File: src/rtl/leg_multicycle_sequencer.sv
// -----------------------------------------------------------------------------
// leg_multicycle_sequencer
//
// Multicycle control sequencer for a LEGv8 datapath. Each instruction is stepped
// through FETCH -> DECODE -> EXEC/ADDR/BRANCH -> (MEM) -> (WB) -> FETCH. The
// sequencer drives the shared ALU, register file, PC and the unified memory port.
// It traps on an illegal opcode group or on a memory access that times out.
//
// Parameters:
//   MEM_TIMEOUT  cycles an access may wait for mem_ready before trapping (1..255)
//
// Ports:
//   clk, reset_n          clock, asynchronous active-low reset
//   inst[31:0]            instruction register contents (valid from DECODE on)
//   alu_zero              ALU zero flag (CBZ condition)
//   mem_ready             memory access complete
//   pc_write, ir_write    PC / instruction register load enables
//   i_or_d                memory address source (0 = PC, 1 = ALU result)
//   mem_read, mem_write   memory requests, held until mem_ready
//   reg_write, mem_to_reg register file write enable / writeback source
//   reg2loc               second read register select (1 = inst[4:0])
//   alu_src_a, alu_src_b  ALU operand selects
//   alu_op                ALU operation class
//   pc_src                next-PC source (00 = ALU, 01 = branch target register)
//   fault, fault_code     sticky trap flag and cause (01 illegal, 10 timeout)
//   state[3:0]            current state encoding (debug)
//
// Optional build macro PERF_CNT_EN adds cycle_count[31:0] and retired_count[31:0].
// -----------------------------------------------------------------------------
module leg_multicycle_sequencer #(
    parameter int unsigned MEM_TIMEOUT = 15
) (
    input  logic        clk,
    input  logic        reset_n,
    input  logic [31:0] inst,
    input  logic        alu_zero,
    input  logic        mem_ready,
    output logic        pc_write,
    output logic        ir_write,
    output logic        i_or_d,
    output logic        mem_read,
    output logic        mem_write,
    output logic        reg_write,
    output logic        mem_to_reg,
    output logic        reg2loc,
    output logic        alu_src_a,
    output logic [1:0]  alu_src_b,
    output logic [1:0]  alu_op,
    output logic [1:0]  pc_src,
    output logic        fault,
    output logic [1:0]  fault_code,
    output logic [3:0]  state
`ifdef PERF_CNT_EN
    ,
    output logic [31:0] cycle_count,
    output logic [31:0] retired_count
`endif
);

    typedef enum logic [3:0] {
        S_FETCH  = 4'd0,
        S_DECODE = 4'd1,
        S_EXEC_R = 4'd2,
        S_EXEC_I = 4'd3,
        S_ADDR   = 4'd4,
        S_MEM_RD = 4'd5,
        S_MEM_WR = 4'd6,
        S_WB_ALU = 4'd7,
        S_WB_MEM = 4'd8,
        S_BRANCH = 4'd9,
        S_TRAP   = 4'd15
    } state_e;

    localparam logic [7:0] TIMEOUT = 8'(MEM_TIMEOUT);

    state_e      state_q, state_d;
    logic [7:0]  wait_q, wait_d;
    logic        fault_q, fault_d;
    logic [1:0]  fault_code_q, fault_code_d;
    logic        wait_inc;
    logic        timeout_hit;
    logic        uncond_branch;

    // Only the opcode-group, IM and load/store bits steer control flow.
    logic        unused_inst_bits;
    assign unused_inst_bits = ^inst[21:0];

    // The counter reaches MEM_TIMEOUT on the edge that follows this cycle; a
    // mem_ready arriving in the same cycle takes priority over the trap.
    assign timeout_hit   = (wait_q + 8'd1) == TIMEOUT;
    assign uncond_branch = (inst[31:26] == 6'b000101) || (inst[31:26] == 6'b100101);

    always_comb begin
        pc_write     = 1'b0;
        ir_write     = 1'b0;
        i_or_d       = 1'b0;
        mem_read     = 1'b0;
        mem_write    = 1'b0;
        reg_write    = 1'b0;
        mem_to_reg   = 1'b0;
        reg2loc      = 1'b0;
        alu_src_a    = 1'b0;
        alu_src_b    = 2'b00;
        alu_op       = 2'b00;
        pc_src       = 2'b00;
        wait_inc     = 1'b0;
        state_d      = state_q;
        fault_code_d = fault_code_q;

        case (state_q)
            S_FETCH: begin
                mem_read  = 1'b1;
                ir_write  = mem_ready;
                alu_src_b = 2'b01;               // PC + 4
                if (mem_ready) begin
                    pc_write = 1'b1;
                    state_d  = S_DECODE;
                end else if (timeout_hit) begin
                    state_d      = S_TRAP;
                    fault_code_d = 2'b10;
                end else begin
                    wait_inc = 1'b1;
                end
            end
            S_DECODE: begin
                alu_src_b = 2'b11;               // precompute branch target
                case (inst[28:26])
                    3'b010:  state_d = S_EXEC_R;
                    3'b100:  state_d = S_EXEC_I;
                    3'b110:  state_d = S_ADDR;
                    3'b101:  state_d = S_BRANCH;
                    default: begin
                        state_d      = S_TRAP;
                        fault_code_d = 2'b01;
                    end
                endcase
            end
            S_EXEC_R: begin
                alu_src_a = 1'b1;
                alu_op    = 2'b10;
                state_d   = S_WB_ALU;
            end
            S_EXEC_I: begin
                alu_src_a = 1'b1;
                alu_src_b = 2'b10;
                alu_op    = (inst[25:23] == 3'b101) ? 2'b11 : 2'b10;
                state_d   = S_WB_ALU;
            end
            S_ADDR: begin
                alu_src_a = 1'b1;
                alu_src_b = 2'b10;
                reg2loc   = 1'b1;
                state_d   = inst[22] ? S_MEM_RD : S_MEM_WR;
            end
            S_MEM_RD, S_MEM_WR: begin
                i_or_d    = 1'b1;
                mem_read  = (state_q == S_MEM_RD);
                mem_write = (state_q == S_MEM_WR);
                if (mem_ready) begin
                    state_d = (state_q == S_MEM_RD) ? S_WB_MEM : S_FETCH;
                end else if (timeout_hit) begin
                    state_d      = S_TRAP;
                    fault_code_d = 2'b10;
                end else begin
                    wait_inc = 1'b1;
                end
            end
            S_WB_ALU: begin
                reg_write = 1'b1;
                state_d   = S_FETCH;
            end
            S_WB_MEM: begin
                reg_write  = 1'b1;
                mem_to_reg = 1'b1;
                state_d    = S_FETCH;
            end
            S_BRANCH: begin
                reg2loc   = 1'b1;
                alu_src_a = 1'b1;
                alu_op    = 2'b01;
                pc_src    = 2'b01;
                pc_write  = uncond_branch ? 1'b1 : alu_zero;
                state_d   = S_FETCH;
            end
            S_TRAP: begin
                state_d = S_TRAP;
            end
            default: begin
                state_d = S_FETCH;
            end
        endcase

        fault_d = (state_d == S_TRAP) ? 1'b1 : fault_q;
        // The wait counter restarts from zero whenever a new state is entered.
        wait_d  = (state_d != state_q) ? 8'd0 : (wait_q + {7'd0, wait_inc});
    end

    always_ff @(posedge clk or negedge reset_n) begin
        if (!reset_n) begin
            state_q      <= S_FETCH;
            wait_q       <= 8'd0;
            fault_q      <= 1'b0;
            fault_code_q <= 2'b00;
        end else begin
            state_q      <= state_d;
            wait_q       <= wait_d;
            fault_q      <= fault_d;
            fault_code_q <= fault_code_d;
        end
    end

    assign fault      = fault_q;
    assign fault_code = fault_code_q;
    assign state      = state_q;

`ifdef PERF_CNT_EN
    logic [31:0] cycle_count_q, cycle_count_d;
    logic [31:0] retired_count_q, retired_count_d;

    always_comb begin
        cycle_count_d   = (state_q != S_TRAP) ? cycle_count_q + 32'd1 : cycle_count_q;
        retired_count_d = ((state_d == S_FETCH) && (state_q != S_FETCH))
                          ? retired_count_q + 32'd1 : retired_count_q;
    end

    always_ff @(posedge clk or negedge reset_n) begin
        if (!reset_n) begin
            cycle_count_q   <= 32'd0;
            retired_count_q <= 32'd0;
        end else begin
            cycle_count_q   <= cycle_count_d;
            retired_count_q <= retired_count_d;
        end
    end

    assign cycle_count   = cycle_count_q;
    assign retired_count = retired_count_q;
`endif

endmodule
File: config.mk
export PLATFORM = sky130hd
export DESIGN_NAME = leg_multicycle_sequencer
export DESIGN_NICKNAME = d
export VERILOG_FILES = /design/src/rtl/leg_multicycle_sequencer.sv
export SDC_FILE = /design/constraint.sdc
export NUM_CORES = 1
export LEC_CHECK = 0
export ABC_AREA = 0
export CAP_MARGIN = 10
export CORE_MARGIN = 5
export CORE_UTILIZATION = 42
export DETAILED_ROUTE_END_ITERATION = 7
export PLACE_DENSITY = 0.79
export SLEW_MARGIN = 20
export SYNTH_ARGS = -nofsm -noshare
export SYNTH_HDL_FRONTEND = slang
export SYNTH_SLANG_ARGS = --single-unit
File: constraint.sdc
create_clock -name clk -period 2.36 [get_ports clk]
set_input_delay 0.354 -clock clk [delete_from_list [all_inputs] [get_ports clk]]
set_output_delay 0.354 -clock clk [all_outputs]
set_load 0.1 [all_outputs]
==> results.py, run 1 <==
metrics = {
    "outcome": {
        "status": "finished clean",
    },
    "placed_design": {
        "postPlaceCellArea_um2": 1990,
        "port_buffers": 33,
        "dp.cells": 226,
        "dp_hpwl_mm": 2.90,
        "gp_routability_congestion": 0.919,
    },
    "clock_network": {
        "postCtsSetupBuffers": 0,
        "cts.sinks": 15,
        "ctsHoldBuffers": 0,
        "cts_buffer_depth": 2,
        "cts_root_buf": "clkbuf_4",
        "htreeDepth": 1,
        "path_clk_slew_ns": 0.08,
        "cts_buffers": 3,
        "cts_tree": "yes",
        "clk_latency_ns": 0.27,
    },
    "routing": {
        "top_layer": "met4",
        "firstDrtPassIters": 4,
        "viasPerCell": 5.75,
        "wl_met3_um": 292,
        "via_count": 1323,
        "wl_per_cell_um": 16.2,
        "wl_met1_mm": 1.55,
        "drtIter0Drc": 47,
        "routed-wl-met2_mm": 1.86,
        "drc": 0,
        "ant_nets": 0,
        "wirelength_mm": 3.73,
    },
    "yosys": {
        "synth_edf_count": 0,
        "synth.area.top_cells": "dfrtp_1, nor4_1, xor2_1",
        "yosysUniqueCellTypes": 56,
        "synth_largest_area_cell": "dfrtp_1",
        "ys_warn_count": 0,
        "ys.flop_type": "dfrtp_1",
        "yosys.area.top_type_share_pct": 28.5,
        "synth.avg_cell_area_um2": 9.02,
        "seq_area_frac_synth_pct": 28.5,
        "ys_ff_latch": 15,
        "syn_nets": 184,
        "synth_area_um2": 1320,
        "synthCells": 146,
        "yosysMostFrequentCell": "dfrtp_1",
        "async_flop_share_pct": 100,
        "synthTopCellsByCount": "dfrtp_1, nor2_1, nor4_1",
    },
    "die": {
        "fp.dieW_um": 66.0,
        "row_count": 20,
        "num_io_pins": 58,
        "die_h_um": 66.0,
        "die_area_um2": 4350,
        "core-area_um2": 3030,
        "start_util_pct": 43.5,
    },
    "worst_setup_path": {
        "r2r_slack_ns": 0.12,
        "r2r-end": "wait_q[7]",
        "critPathKind": "reg2out",
        "cp.arrival_ns": 1.90,
        "cpMaxStageDelayCell": "dfrtp_4",
        "reg2regPathDepth": 8,
        "max_stage_delay_ns": 0.56,
        "crit_chain": "buf_4, inv_4, nand2_1, nor2_4, a21o_4, buf_12",
        "crit_path_start_kind": "flip-flop",
        "cp-end-kind": "output pin",
        "crit_required_ns": 2.01,
        "r2r-start": "state[1]",
        "crit_path_max_fanout": 12,
    },
    "timing": {
        "fmax_ghz": 0.444,
        "hold_violations": 0,
        "relSlewSlack_pct": 57.6,
        "layout_min_cycle_time_ns": 2.25,
        "post-route-period-util_pct": 95.4,
        "fin_skew_ns": 0.00176,
        "finalSetupViolCount": 0,
        "finalSetupTns_ns": 0,
        "maxSlewViolCount": 0,
        "worstMarginPinSlew_ns": 0.634,
    },
    "worst_hold_path": {
        "hold_class": "in2async",
    },
    "final_layout": {
        "drive_gt1_share_pct": 40.9,
        "stdcell_area_um2": 2040,
        "instances_no_fill": 230,
        "n_antenna_cell": 0,
        "final_nets": 225,
        "fillCellCount": 248,
        "area_growth_pct": 55.0,
    },
    "global_route": {
        "grt_use_total_pct": 18.1,
        "grt_max_degree": 25,
        "grt_pass1_wl_mm": 6.20,
        "antenna_found_initial": 0,
        "grt_pass1_vias": 1326,
        "overflow": 0,
    },
    "flow_run": {
        "maxCapViolations": 0,
    },
}
## kinds of logic (layout without fill, tap and decap cells)
group	Yosys count	count (layout)	synth area share, %
fa+ha+maj	2	2	1.90
simple gates	69	69	34.6
buf+inv	14	54	6.18
other cells	1	1	0.285
mux	1	1	0.760
flops	15	15	28.5
compound gates	35	35	21.2
xor+xnor	9	9	6.56
## layer usage
layer  GRT usage (%)  vias up
met2            30.9       54
met3            3.74        4
met5               0        -
met1            23.8      635
met4            2.79        0
li1                -      630
## placed cells by master, fill, tap and decap left out, types with 3 or more instances in the layout
cell	count
buf_4	17
buf_12	14
clkdlybuf4s50_1	12
dfrtp_1	11
nor2_1	8
o21ai_0	8
nand2_1	7
nand3_1	7
nor4_1	7
xor2_1	6
nor2b_1	5
a21oi_1	4
dfrtp_4	4
nor3_4	3
inv_1	3
a21oi_4	3
clkbuf_4	3
## sequential cells by signal, indices dropped and copies added, names as in the netlist
register and count:
state 4, fault 1, fault_code 2, wait_q 8
## area by class of cell
type / count / area (µm²) / share of cell area [%]
clock buffers: 4 / 26.3 / 1.29
inverters: 5 / 25.0 / 1.23
multi-input cells: 117 / 990 / 48.5
flip-flops and latches: 15 / 390 / 19.1
well taps: 44 / 55.1 / 2.70
repair buffers: 45 / 554 / 27.2
## worst max-delay path by stage
stage | from | end | slack (ns) | depth (start not counted)
floorplan | state[1] | reg_write | -0.46 | 4
global placement | mem_ready | wait_q[7] | -0.09 | 9
detailed placement | mem_ready | wait_q[7] | -0.17 | 10
CTS | state[1] | pc_write | 0.01 | 6
global route | state[1] | wait_q[7] | -0.007 | 8
finish | state[2] | pc_write | 0.11 | 6
## per-stage QoR
| step | hold WS [ns] | setup WS [ns] | utilization [%] |
|---|---|---|---|
| detailed placement | 0.463 | -0.170 | 65.9 |
| finish | 0.468 | 0.109 | 67.4 |
| CTS | 0.476 | 0.0109 | 66.8 |
| floorplan | 0.0584 | -0.461 | - |
| global placement | 0.446 | -0.0949 | 65.9 |
| global route | 0.506 | -0.00671 | 67.4 |
## repair_timing
| item | CTS | global route |
|---|---|---|
| resized for setup | 1 | 5 |
| setup endpoints to repair | 1 | 5 |
| gates cloned | 0 | 0 |
## critical path: cells and delay by family, from the launching register on
kind            cells  cell delay, ns
flops               1            0.56
compound gates      1            0.14
buf+inv             3            0.54
simple gates        2            0.38
Power of run 1 is left out: the tool's default activity adds up to more than one toggle a clock period on the data nets, which glitch-free logic cannot reach.
==> run 2: changes to the inputs <==
--- a/config.mk
+++ b/config.mk
@@ -10,8 +10,9 @@
 export CORE_MARGIN = 5
 export CORE_UTILIZATION = 42
 export DETAILED_ROUTE_END_ITERATION = 7
+export HOLD_SLACK_MARGIN = 0.12
 export PLACE_DENSITY = 0.79
-export SLEW_MARGIN = 20
+export RECOVER_POWER = 100
 export SYNTH_ARGS = -nofsm -noshare
 export SYNTH_HDL_FRONTEND = slang
 export SYNTH_SLANG_ARGS = --single-unit
==> results.py, run 2 (synthesized netlist as in run 1, its figures left out) <==
metrics = {
    "outcome": {
        "status": "finished clean",
    },
    "clock_network": {
        "path_clk_slew_ns": 0.08,
        "ctsHoldBuffers": 0,
        "cts_tree": "yes",
        "postCtsSetupBuffers": 0,
        "htreeDepth": 1,
        "cts_buffers": 3,
        "clk_latency_ns": 0.27,
        "cts_root_buf": "clkbuf_4",
        "cts_buffer_depth": 2,
        "cts.sinks": 15,
    },
    "worst_setup_path": {
        "crit_path_start_kind": "flip-flop",
        "crit_path_max_fanout": 22,
        "cp.arrival_ns": 2.38,
        "crit_required_ns": 2.49,
        "critPathKind": "reg2reg",
        "cp-end-kind": "flip-flop",
    },
    "final_layout": {
        "stdcell_area_um2": 1970,
        "final_nets": 225,
        "fillCellCount": 265,
        "instances_no_fill": 230,
        "n_antenna_cell": 0,
        "final_common_cell": "buf_12",
        "layout_common_cells": "buf_12, dfrtp_1, clkdlybuf4s50_1",
        "largest_reg_flops": 8,
        "area_growth_pct": 49.8,
        "top_register": "wait_q",
        "drive_gt1_share_pct": 36.6,
    },
    "flow_run": {
        "maxCapViolations": 0,
    },
    "die": {
        "row_count": 20,
        "core-area_um2": 3030,
        "start_util_pct": 43.5,
        "die_area_um2": 4350,
        "fp.dieW_um": 66.0,
        "num_io_pins": 58,
        "die_h_um": 66.0,
    },
    "routing": {
        "ant_nets": 0,
        "wl_per_cell_um": 16.3,
        "via_count": 1313,
        "firstDrtPassIters": 4,
        "wirelength_mm": 3.75,
        "drc": 0,
        "drtIter0Drc": 32,
        "viasPerCell": 5.71,
    },
    "timing": {
        "hold_violations": 0,
        "maxSlewViolCount": 0,
        "fmax_ghz": 0.444,
        "worstMarginPinSlew_ns": 1.19,
        "fin_skew_ns": 0.00188,
        "post-route-period-util_pct": 95.4,
        "finalSetupViolCount": 0,
        "layout_min_cycle_time_ns": 2.25,
        "relSlewSlack_pct": 21.0,
    },
    "global_route": {
        "grt_use_total_pct": 18.1,
        "overflow": 0,
        "grt_pass1_wl_mm": 6.20,
        "grt_max_degree": 25,
        "antenna_found_initial": 0,
        "grt_pass1_vias": 1326,
    },
    "placed_design": {
        "gp_routability_congestion": 0.919,
        "postPlaceCellArea_um2": 1990,
        "port_buffers": 33,
        "dp.cells": 226,
        "dp_hpwl_mm": 2.90,
    },
    "worst_hold_path": {
        "hold_class": "reg2reg",
    },
}
run 2: cell count changes in the layout (fill, tap and decap cells not counted), sizes merged:
cell           before  now
clkdlybuf4s50      12   11
dlygate4sd3         0    1
clkbuf              4   11
buf                33   26
run 2: worst max-delay path: stages, from the launching register on:
cell	delay, ns
dfrtp_4	0.48
buf_6	0.19
or3b_4	0.42
o31ai_1	0.39
nor2_1	0.16
a31oi_4	0.35
nor4_1	0.12
run 2: final timing paths:
kind,startpoint,endpoint,slack (ns),cells past startpoint
max,state[3],wait_q[4],0.11,6
min,fault,fault,0.47,1
max reg2reg,state[3],wait_q[4],0.11,6
min reg2reg,fault,fault,0.47,1
max in group asynchronous,reset_n,state[0],1.35,1
min in group asynchronous,reset_n,state[1],0.54,1
run 2: layer usage:
metal | routed length [µm] | vias to the layer above | GRT usage (%)
li1 | - | 627 | -
met1 | 1630 | 637 | 23.8
met2 | 1880 | 47 | 30.9
met3 | 224 | 2 | 3.74
met4 | 8 | 0 | 2.79
met5 | 0 | - | 0
run 2: final cells by class:
type                    count  area (µm²)  share of cell area (%)
flip-flops and latches     15         390                    19.8
multi-input cells         117         958                    48.6
well taps                  44        55.1                    2.79
repair buffers             45         517                    26.2
inverters                   5        25.0                    1.27
clock buffers               4        26.3                    1.33
run 2: through the flow:
| step | hold slack (ns) | utilization [%] | setup TNS (ns) | worst slack (ns) |
|---|---|---|---|---|
| after global routing | 0.521 | 65.1 | -0.00670 | -0.00670 |
| final | 0.469 | 65.1 | 0 | 0.109 |
| after floorplan | 0.0584 | - | -1.64 | -0.461 |
| after detailed placement | 0.463 | 65.9 | -0.409 | -0.170 |
| after global placement | 0.446 | 65.9 | -0.159 | -0.0949 |
| after CTS | 0.476 | 66.8 | 0 | 0.0109 |
run 2: what timing repair did:
action / in CTS / in global routing
setup endpoints to repair: 1 / 5
endpoints found under the hold margin: 0 / 0
resized for setup: 1 / 5
Power of run 2 is left out for the same reason.
